## src/rtl/two_ch_splitter.sv

```systemverilog
// Two-channel frame splitter: routes merged 64-bit frames to CH0/CH1 by header
// channel ID, synthesizing lost footers and dropping headerless data.
module two_ch_splitter #(
    parameter int unsigned               DATA_WIDTH   = 64,
    parameter int unsigned               CNT_WIDTH    = 16,
    parameter logic [DATA_WIDTH-1:0]     SYNTH_FOOTER = 64'h0000_0000_0000_5555
) (
    input  logic                  CLK,
    input  logic                  RESET,
    input  logic [DATA_WIDTH-1:0] DIN,
    input  logic                  iVALID,
    output logic                  oREADY,
    output logic [DATA_WIDTH-1:0] CH0_DOUT,
    output logic                  CH0_oVALID,
    input  logic                  CH0_iREADY,
    output logic [DATA_WIDTH-1:0] CH1_DOUT,
    output logic                  CH1_oVALID,
    input  logic                  CH1_iREADY,
    output logic [CNT_WIDTH-1:0]  HDR_LOST_CNT,
    output logic [CNT_WIDTH-1:0]  FTR_LOST_CNT,
    output logic [CNT_WIDTH-1:0]  BAD_CH_CNT,
    output logic                  BUSY
);

    localparam logic [15:0]          HDR_TAG = 16'hAAAA;
    localparam logic [15:0]          FTR_TAG = 16'h5555;
    localparam logic [CNT_WIDTH-1:0] CNT_MAX = '1;

    typedef enum logic [1:0] {
        IDLE  = 2'd0,
        ROUTE = 2'd1,
        PEND  = 2'd2,
        DROP  = 2'd3
    } state_t;

    state_t                state, state_nxt;
    logic                  cur_ch, cur_ch_nxt;
    logic [DATA_WIDTH-1:0] pend_hdr, pend_nxt;

    logic                  is_hdr, is_ftr, din_ok, din_ch, pend_ok, pend_ch;
    logic [1:0]            free;
    logic [1:0]            wr;
    logic [DATA_WIDTH-1:0] wdata;
    logic                  inc_hdr, inc_ftr, inc_bad;

    // Field decode of the incoming word and of the parked header
    always_comb begin
        is_hdr  = (DIN[63:48] == HDR_TAG);
        is_ftr  = (DIN[15:0] == FTR_TAG) && !is_hdr;
        din_ok  = (DIN[47:45] == 3'b000);
        din_ch  = DIN[44];
        pend_ok = (pend_hdr[47:45] == 3'b000);
        pend_ch = pend_hdr[44];
        free[0] = !CH0_oVALID || CH0_iREADY;
        free[1] = !CH1_oVALID || CH1_iREADY;
    end

    // Next-state, slot write and ready decode
    always_comb begin
        state_nxt  = state;
        cur_ch_nxt = cur_ch;
        pend_nxt   = pend_hdr;
        wr         = 2'b00;
        wdata      = DIN;
        inc_hdr    = 1'b0;
        inc_ftr    = 1'b0;
        inc_bad    = 1'b0;
        oREADY     = 1'b0;
        case (state)
            IDLE, DROP: begin
                oREADY = 1'b1;
                if (is_hdr && din_ok) begin
                    // Hold a good header until its target slot can take it
                    oREADY = free[din_ch];
                    if (iVALID && free[din_ch]) begin
                        wr[din_ch] = 1'b1;
                        cur_ch_nxt = din_ch;
                        state_nxt  = ROUTE;
                    end
                end else if (iVALID) begin
                    if (is_hdr) begin
                        inc_bad   = 1'b1;
                        state_nxt = DROP;
                    end else if (state == IDLE) begin
                        inc_hdr = 1'b1;
                    end else if (is_ftr) begin
                        state_nxt = IDLE;
                    end
                end
            end
            ROUTE: begin
                oREADY = free[cur_ch];
                if (iVALID && free[cur_ch]) begin
                    wr[cur_ch] = 1'b1;
                    if (is_hdr) begin
                        wdata     = SYNTH_FOOTER;
                        inc_ftr   = 1'b1;
                        pend_nxt  = DIN;
                        state_nxt = PEND;
                    end else if (is_ftr) begin
                        state_nxt = IDLE;
                    end
                end
            end
            PEND: begin
                if (pend_ok) begin
                    if (free[pend_ch]) begin
                        wr[pend_ch] = 1'b1;
                        wdata       = pend_hdr;
                        cur_ch_nxt  = pend_ch;
                        state_nxt   = ROUTE;
                    end
                end else begin
                    inc_bad   = 1'b1;
                    state_nxt = DROP;
                end
            end
            default: state_nxt = IDLE;
        endcase
    end

    always_ff @(posedge CLK) begin
        if (RESET) begin
            state        <= IDLE;
            cur_ch       <= 1'b0;
            pend_hdr     <= '0;
            CH0_DOUT     <= '0;
            CH0_oVALID   <= 1'b0;
            CH1_DOUT     <= '0;
            CH1_oVALID   <= 1'b0;
            HDR_LOST_CNT <= '0;
            FTR_LOST_CNT <= '0;
            BAD_CH_CNT   <= '0;
            BUSY         <= 1'b0;
        end else begin
            state      <= state_nxt;
            cur_ch     <= cur_ch_nxt;
            pend_hdr   <= pend_nxt;
            BUSY       <= (state_nxt != IDLE);
            // A write replaces a consumed word in the same cycle, so no bubble
            CH0_oVALID <= wr[0] || (CH0_oVALID && !CH0_iREADY);
            CH1_oVALID <= wr[1] || (CH1_oVALID && !CH1_iREADY);
            if (wr[0]) CH0_DOUT <= wdata;
            if (wr[1]) CH1_DOUT <= wdata;
            if (inc_hdr && HDR_LOST_CNT != CNT_MAX) HDR_LOST_CNT <= HDR_LOST_CNT + CNT_WIDTH'(1);
            if (inc_ftr && FTR_LOST_CNT != CNT_MAX) FTR_LOST_CNT <= FTR_LOST_CNT + CNT_WIDTH'(1);
            if (inc_bad && BAD_CH_CNT != CNT_MAX)   BAD_CH_CNT   <= BAD_CH_CNT + CNT_WIDTH'(1);
        end
    end

endmodule

```

## config.mk

```make
export PLATFORM = sky130hd
export DESIGN_NAME = two_ch_splitter
export DESIGN_NICKNAME = d
export VERILOG_FILES = /design/src/rtl/two_ch_splitter.sv
export SDC_FILE = /design/constraint.sdc
export NUM_CORES = 1
export LEC_CHECK = 0
export CAP_MARGIN = 40
export CORE_UTILIZATION = 50
export DETAILED_ROUTE_END_ITERATION = 16
export GPL_TIMING_DRIVEN = 0
export PLACE_DENSITY_LB_ADDON = 0.05
export SYNTH_ARGS = -nofsm -noshare
export SYNTH_HDL_FRONTEND = slang
export SYNTH_SLANG_ARGS = --single-unit
```

## constraint.sdc

```tcl
create_clock -name CLK -period 2.6 [get_ports CLK]
set_clock_uncertainty 0.1 [all_clocks]
set_input_delay 0.52 -clock CLK [delete_from_list [all_inputs] [get_ports CLK]]
set_output_delay 0.52 -clock CLK [all_outputs]
set_load 0.02 [all_outputs]
```

==> results.md, run 1 <==
* Hold path start: DIN[48]
* Largest net degree at the start of global routing at 14
* Yosys top cell area share at 47.44%
* DRT Pass-1 Iters at 7
* Worst Hold Class: in2reg
* Main synth FF type: dfxtp_1
* Total Power at 8.402 mW
* Hold Slack at 0.2557 ns
* Worst setup EP type: primary output
* Root buffer cell: clkbuf_16
* Yosys top cell by area: dfxtp_1
* Final min period at 2.558 ns
* Hold Crit Endpoint: CH0_DOUT[48]
* Num CTS Buffers at 27
* Fin nets at 1,566
* Fmax at 390.9 MHz
* Max-cap violations at 0
* Die outline area at 21,340 µm²
* Setup TNS at 0 ns
* Grt ovf at 0
* Clock transition at the registers of the reported paths at 0.06 ns
* Worst Reg2Reg Path Length in Cells at 8
* Setup CP Type: reg2out
* Crit-path max FO at 10
* Count leader, synth: dfxtp_1
* Via count at 10,190
* Max clock buf depth at 3
* Vias per cell at 5.722
* Reg2reg end: CH0_DOUT[55]
* Reg-to-reg startpoint: state[1]
* Netlist Area Pre-Place at 10,380 µm²
* Port bufs at 247
* Final Core Density at 71.60%
* WP data arrival at 1.94 ns
* Iteration-0 DRC Markers at 645
* Final wirelength at 32,680 µm
* Synth cell count leaders: dfxtp_1 (246), nand2_1 (210), nor2_1 (184)
* Slew Viols, Final at 0
* Flops & latches, synth at 246
* Lkg Pwr at 4.821 nW
* Initial Util at 51.13%
* Routed Antenna Nets at 0
* Clock insertion delay at the later pin of the skew report at 0.53 ns
* DIE WIDTH at 146.1 µm
* Outcome: finished, final reports clean
* Core area at 20,300 µm²
* Placer Congestion at 0.9193
* Cell Pwr Density at 578.1 nW/µm²
* CTS tree: done
* Synth Warn # at 0
* Final period utilization at 98.40%
* Post-synth cell types at 63
* Worst slack, placed at -0.9571 ns
* Syn-to-layout area delta at 40.02%
* Synth Net Count at 1,278
* Nature of the critical path startpoint: flip-flop
* Worst vdd ir at 0.4748 mV
* Worst slew margin at 45.84%
* Layout cells sized above 1 at 13.77%
* First-pass GRT wire length at 51,140 µm
* Finished Layout Cells at 1,781
* Antenna Cells at 0
* Fin. Hold Viols at 0
* Dpl hpwl at 23,390 µm
* Row count at 52
* Initial antenna violation count at 0
* Post-CTS Hold Buffers at 0
* Ranking of synthesized cells by area: dfxtp_1 (47%), nand2_1 (7.6%), nor2_1 (6.7%)
* Worst EP required at 1.98 ns
* Die height at 146.1 µm
* Hold depth at 3
* Top-level I/O count at 249
* CTS Sinks at 246
* H-tree depth at 1
* DP Area at 13,190 µm²
* Cell count after synthesis at 1,203
* Mean Syn Cell Area at 8.628 µm²
* Post-Layout Inst Area at 14,530 µm²
* Gr usage total at 29.84%
* Post-synthesis sequential area ratio at 47.44%
* Cell count after placement at 1,721
* Wirelength per Cell at 18.35 µm
* Vias in the first global route at 9,575
* DRC errors left at 0
* FF-to-FF setup slack at 0.15 ns
* Measured slew at the worst slew-check pin at 0.8125 ns
* Async S/R FF share, synth at 0%
* EDFF count, synth at 0
* # setup viols final at 0
* Setup slack after layout at 0.04157 ns
[report_power, final]
group | switching [mW] | internal, mW | total [mW]
clock network | 1.56 | 2.41 | 3.97
registers | 0.0156 | 3.79 | 3.80
logic | 0.405 | 0.229 | 0.634
[worst max path at each step]
stage / startpoint / cells after the start / endpoint / slack [ns]
after global routing: DIN[58] / 7 / oREADY / -0.02
final: state[1] / 7 / oREADY / 0.04
after floorplan: state[0] / 10 / CH1_DOUT[59] / 0.18
after detailed placement: DIN[48] / 10 / CH1_DOUT[57] / -0.96
after CTS: DIN[62] / 7 / oREADY / 0.005
after global placement: DIN[48] / 10 / CH1_DOUT[57] / -0.98
[critical path, cell delays in order (launching register included)]
cell and delay [ns]:
dfxtp_2 0.37, inv_2 0.07, ha_4 0.28, inv_2 0.08
clkbuf_8 0.17, o21ai_2 0.06, a21oi_1 0.17, buf_2 0.20
[logic make-up after synthesis]
kind of cell | Yosys count | synth area share, %
and+or+nand+nor | 568 | 25.86
adders and majority gates | 6 | 0.7232
xor gates and xnor gates | 40 | 3.375
muxes | 4 | 0.3857
AOI/OAI and AO/OA | 236 | 17.03
buffers and inverters | 103 | 5.183
DFF | 246 | 47.44
[area by class of cell]
| type | count | area [µm²] |
|---|---|---|
| inverters | 13 | 48.80 |
| fillers | 1643 | 5766 |
| multi-input cells | 854 | 5202 |
| repair buffers | 261 | 2545 |
| clock buffers | 40 | 834.6 |
| clock inverters | 9 | 105.1 |
| plain buffers | 88 | 530.5 |
| well taps | 270 | 337.8 |
| flip-flops and latches | 246 | 4930 |
[layer usage]
| layer | track usage, % | share of wire, % | vias up | routed length [µm] |
|---|---|---|---|---|
| li1 | - | - | 4865 | - |
| met1 | 39.49 | 43 | 4792 | 13980 |
| met2 | 48.54 | 46 | 456 | 14890 |
| met3 | 5.344 | 8.2 | 77 | 2670 |
| met4 | 11.51 | 3.5 | 0 | 1144 |
| met5 | 0 | 0 | - | 0 |
[sequential cells by signal (all words and copies together) (netlist names)]
register,flops
CH0_DOUT,64
CH1_DOUT,64
pend_hdr,64
BAD_CH_CNT,16
FTR_LOST_CNT,16
HDR_LOST_CNT,16
state,2
BUSY,1
CH0_oVALID,1
CH1_oVALID,1
cur_ch,1
[cells in the final DEF, fill, tap and decap left out, types with 8 or more instances in the layout]
cell,Yosys,routed
xor2_1,10,10
clkbuf_1,45,34
or3_1,8,8
nor3_2,17,16
a221oi_1,28,13
buf_4,8,20
a211oi_1,17,17
dlygate4sd2_1,0,9
o21ai_0,10,8
a21oi_1,85,84
nand4_1,19,19
a311oi_1,66,66
xnor2_1,30,30
clkdlybuf4s50_1,0,229
clkbuf_8,0,12
nand2_1,210,209
a221oi_2,4,15
nor2_1,184,184
clkbuf_16,0,27
nor4_1,15,11
buf_6,12,15
inv_1,13,10
and2_1,11,11
nand3_1,24,23
buf_2,25,20
nor3_1,38,37
clkbuf_2,0,15
dfxtp_1,246,244
[repair_timing]
item,4_1_cts,5_1_grt
setup buffers,8,5
endpoints found under the setup margin,215,190
resized for setup,51,70
pin swaps,8,9
(Power assumes the default switching activity.)
==> run 2, diff against run 1 <==
--- a/config.mk
+++ b/config.mk
@@ -5,6 +5,7 @@
 export SDC_FILE = /design/constraint.sdc
 export NUM_CORES = 1
 export LEC_CHECK = 0
+export ABC_CLOCK_PERIOD_IN_PS = 2600
 export CAP_MARGIN = 40
 export CORE_UTILIZATION = 50
 export DETAILED_ROUTE_END_ITERATION = 16
==> results of run 2 <==
No change in the layout: final DEF, timing and power equal those of run 1.
==> run 3, diff against run 2 <==
--- a/config.mk
+++ b/config.mk
@@ -5,11 +5,12 @@
 export SDC_FILE = /design/constraint.sdc
 export NUM_CORES = 1
 export LEC_CHECK = 0
-export ABC_CLOCK_PERIOD_IN_PS = 2600
+export ABC_CLOCK_PERIOD_IN_PS = 2400
 export CAP_MARGIN = 40
 export CORE_UTILIZATION = 50
 export DETAILED_ROUTE_END_ITERATION = 16
 export GPL_TIMING_DRIVEN = 0
+export HOLD_SLACK_MARGIN = 0.12
 export PLACE_DENSITY_LB_ADDON = 0.05
 export SYNTH_ARGS = -nofsm -noshare
 export SYNTH_HDL_FRONTEND = slang
==> constraint.sdc (replaced) <==
create_clock -name CLK -period 2.4 [get_ports CLK]
set_clock_uncertainty 0.1 [all_clocks]
set_input_delay 0.48 -clock CLK [delete_from_list [all_inputs] [get_ports CLK]]
set_output_delay 0.48 -clock CLK [all_outputs]
set_load 0.02 [all_outputs]
==> results.md, run 3 (same netlist as run 1, synthesis figures left out) <==
* Fin nets at 1,574
* Routed Antenna Nets at 0
* Clock transition at the registers of the reported paths at 0.06 ns
* Die height at 146.1 µm
* Measured slew at the worst slew-check pin at 0.7319 ns
* Grt ovf at 0
* H-tree depth at 1
* DRC errors left at 0
* Row count at 52
* Cell count after placement at 1,722
* Vias in the first global route at 9,440
* Final period utilization at 99.24%
* Initial antenna violation count at 1
* Core area at 20,300 µm²
* Final Core Density at 72.41%
* Root buffer cell: clkbuf_16
* Port bufs at 247
* Max clock buf depth at 3
* Setup slack after layout at 0.01831 ns
* Worst EP required at 2.70 ns
* First-pass GRT wire length at 51,320 µm
* Top layer in use: met4
* Iteration-0 DRC Markers at 715
* Top-level I/O count at 249
* Wirelength per Cell at 18.53 µm
* Clock insertion delay at the later pin of the skew report at 0.53 ns
* Most frequent cells in the layout: dfxtp_1 (244), clkdlybuf4s50_1 (226), nand2_1 (207), nor2_1 (184), a21oi_1 (82)
* Setup CP Type: reg2reg
* Nature of the critical path startpoint: flip-flop
* Fmax at 419.9 MHz
* Final wirelength at 33,170 µm
* Vias per cell at 5.679
* Worst setup EP type: flip-flop
* Num CTS Buffers at 26
* # setup viols final at 0
* Die outline area at 21,340 µm²
* Setup TNS at 0 ns
* Fin. Hold Viols at 0
* Crit-path max FO at 10
* Filler Cell Count at 1,613
* Met2 wire length at 15,910 µm
* Lkg Pwr at 4.920 nW
* CTS Sinks at 246
* DIE WIDTH at 146.1 µm
* Worst slack, placed at -1.104 ns
* Syn-to-layout area delta at 41.61%
* Gr usage total at 29.81%
* M1 WL at 13,710 µm
* FF/Latch Area at 4932 µm²
* Cell Pwr Density at 615.9 nW/µm²
* CTS tree: done
* Max-cap violations at 0
* DRT Pass-1 Iters at 6
* Initial Util at 51.13%
* Worst Hold Class: in2reg
* Largest regs: CH0_DOUT x64, CH1_DOUT x64, pend_hdr x64
* Final min period at 2.382 ns
* RSZ-0062 raised after global routing: yes
* Total Power at 9.053 mW
* Largest net degree at the start of global routing at 14
* WP data arrival at 2.68 ns
* Worst slew margin at 51.21%
* Layout cells sized above 1 at 15.54%
* Outcome: finished, final reports clean
* Multi-input gate area at 5260 µm²
* Finished Layout Cells at 1,790
* Metal3 WL at 2699 µm
* Placer Congestion at 0.8982
* Via count at 10,170
* Commonest non-fill, non-tap cell in the layout: dfxtp_1
* Slew Viols, Final at 0
* Worst vdd ir at 0.5908 mV
* Dpl hpwl at 23,350 µm
run 3: changes by cell type in the layout (fill, tap and decap cells not counted), moves of 3 or more:
cell | previous run | this run
dlygate4sd2_1 | 9 | 1
clkbuf_2 | 15 | 21
buf_4 | 20 | 25
buf_6 | 15 | 20
buf_8 | 0 | 5
clkbuf_8 | 12 | 8
a311oi_1 | 66 | 63
a311oi_2 | 7 | 10
clkdlybuf4s15_1 | 3 | 0
clkdlybuf4s50_1 | 229 | 226
dlymetal6s2s_1 | 0 | 3
run 3: final cells by class:
cell class                 instances  share of cell area [%]
timing repair buffer             270                   17.63
antenna                            1                 0.01702
buffer                            88                   4.137
clock inverter                    10                  0.9534
multi-input combinational        854                   35.78
sequential                       246                   33.55
inverter                          13                  0.3490
clock buffer                      38                   5.277
tap                              270                   2.298
run 3: final timing paths:
path                start           end  slack, ns  depth (start not counted)
max                cur_ch  CH1_DOUT[59]       0.02                          9
min               DIN[54]  CH0_DOUT[54]       0.18                          3
max reg2reg        cur_ch  CH1_DOUT[59]       0.02                          9
min reg2reg  pend_hdr[43]  pend_hdr[43]       0.35                          2
run 3: report_power, final:
part / switching (mW) / internal (mW) / total (mW)
clock network: 1.66 / 2.56 / 4.23
logic: 0.447 / 0.262 / 0.710
registers: 0.0155 / 4.10 / 4.12
run 3: timing repair:
item,CTS,global route
pin swaps,13,28
buffers inserted,6,15
resized for setup,78,109
hold buffers,0,0
setup endpoints to repair,238,190
run 3: through the flow:
stage	hold slack, ns	instance area [µm²]
after floorplan	0.3366	10380
after global placement	0.3417	13190
after detailed placement	0.3465	13210
after CTS	0.2981	14340
after global routing	0.1664	14700
final	0.1801	14700
run 3: routing by layer:
metal  up-vias  track usage (%)
met2       398            50.31
met3        66            4.781
met4         0            8.438
met1      4815            39.43
li1       4887                -
met5         -                0
run 3: worst max-delay path, stage by stage, from the launching register on:
cell and delay, ns:
dfxtp_1 0.44, inv_1 0.14, mux2i_4 0.22, buf_4 0.15, o31ai_4 0.25, nand3_2 0.14
buf_6 0.18, buf_6 0.17, a221oi_1 0.35, nor3_1 0.10
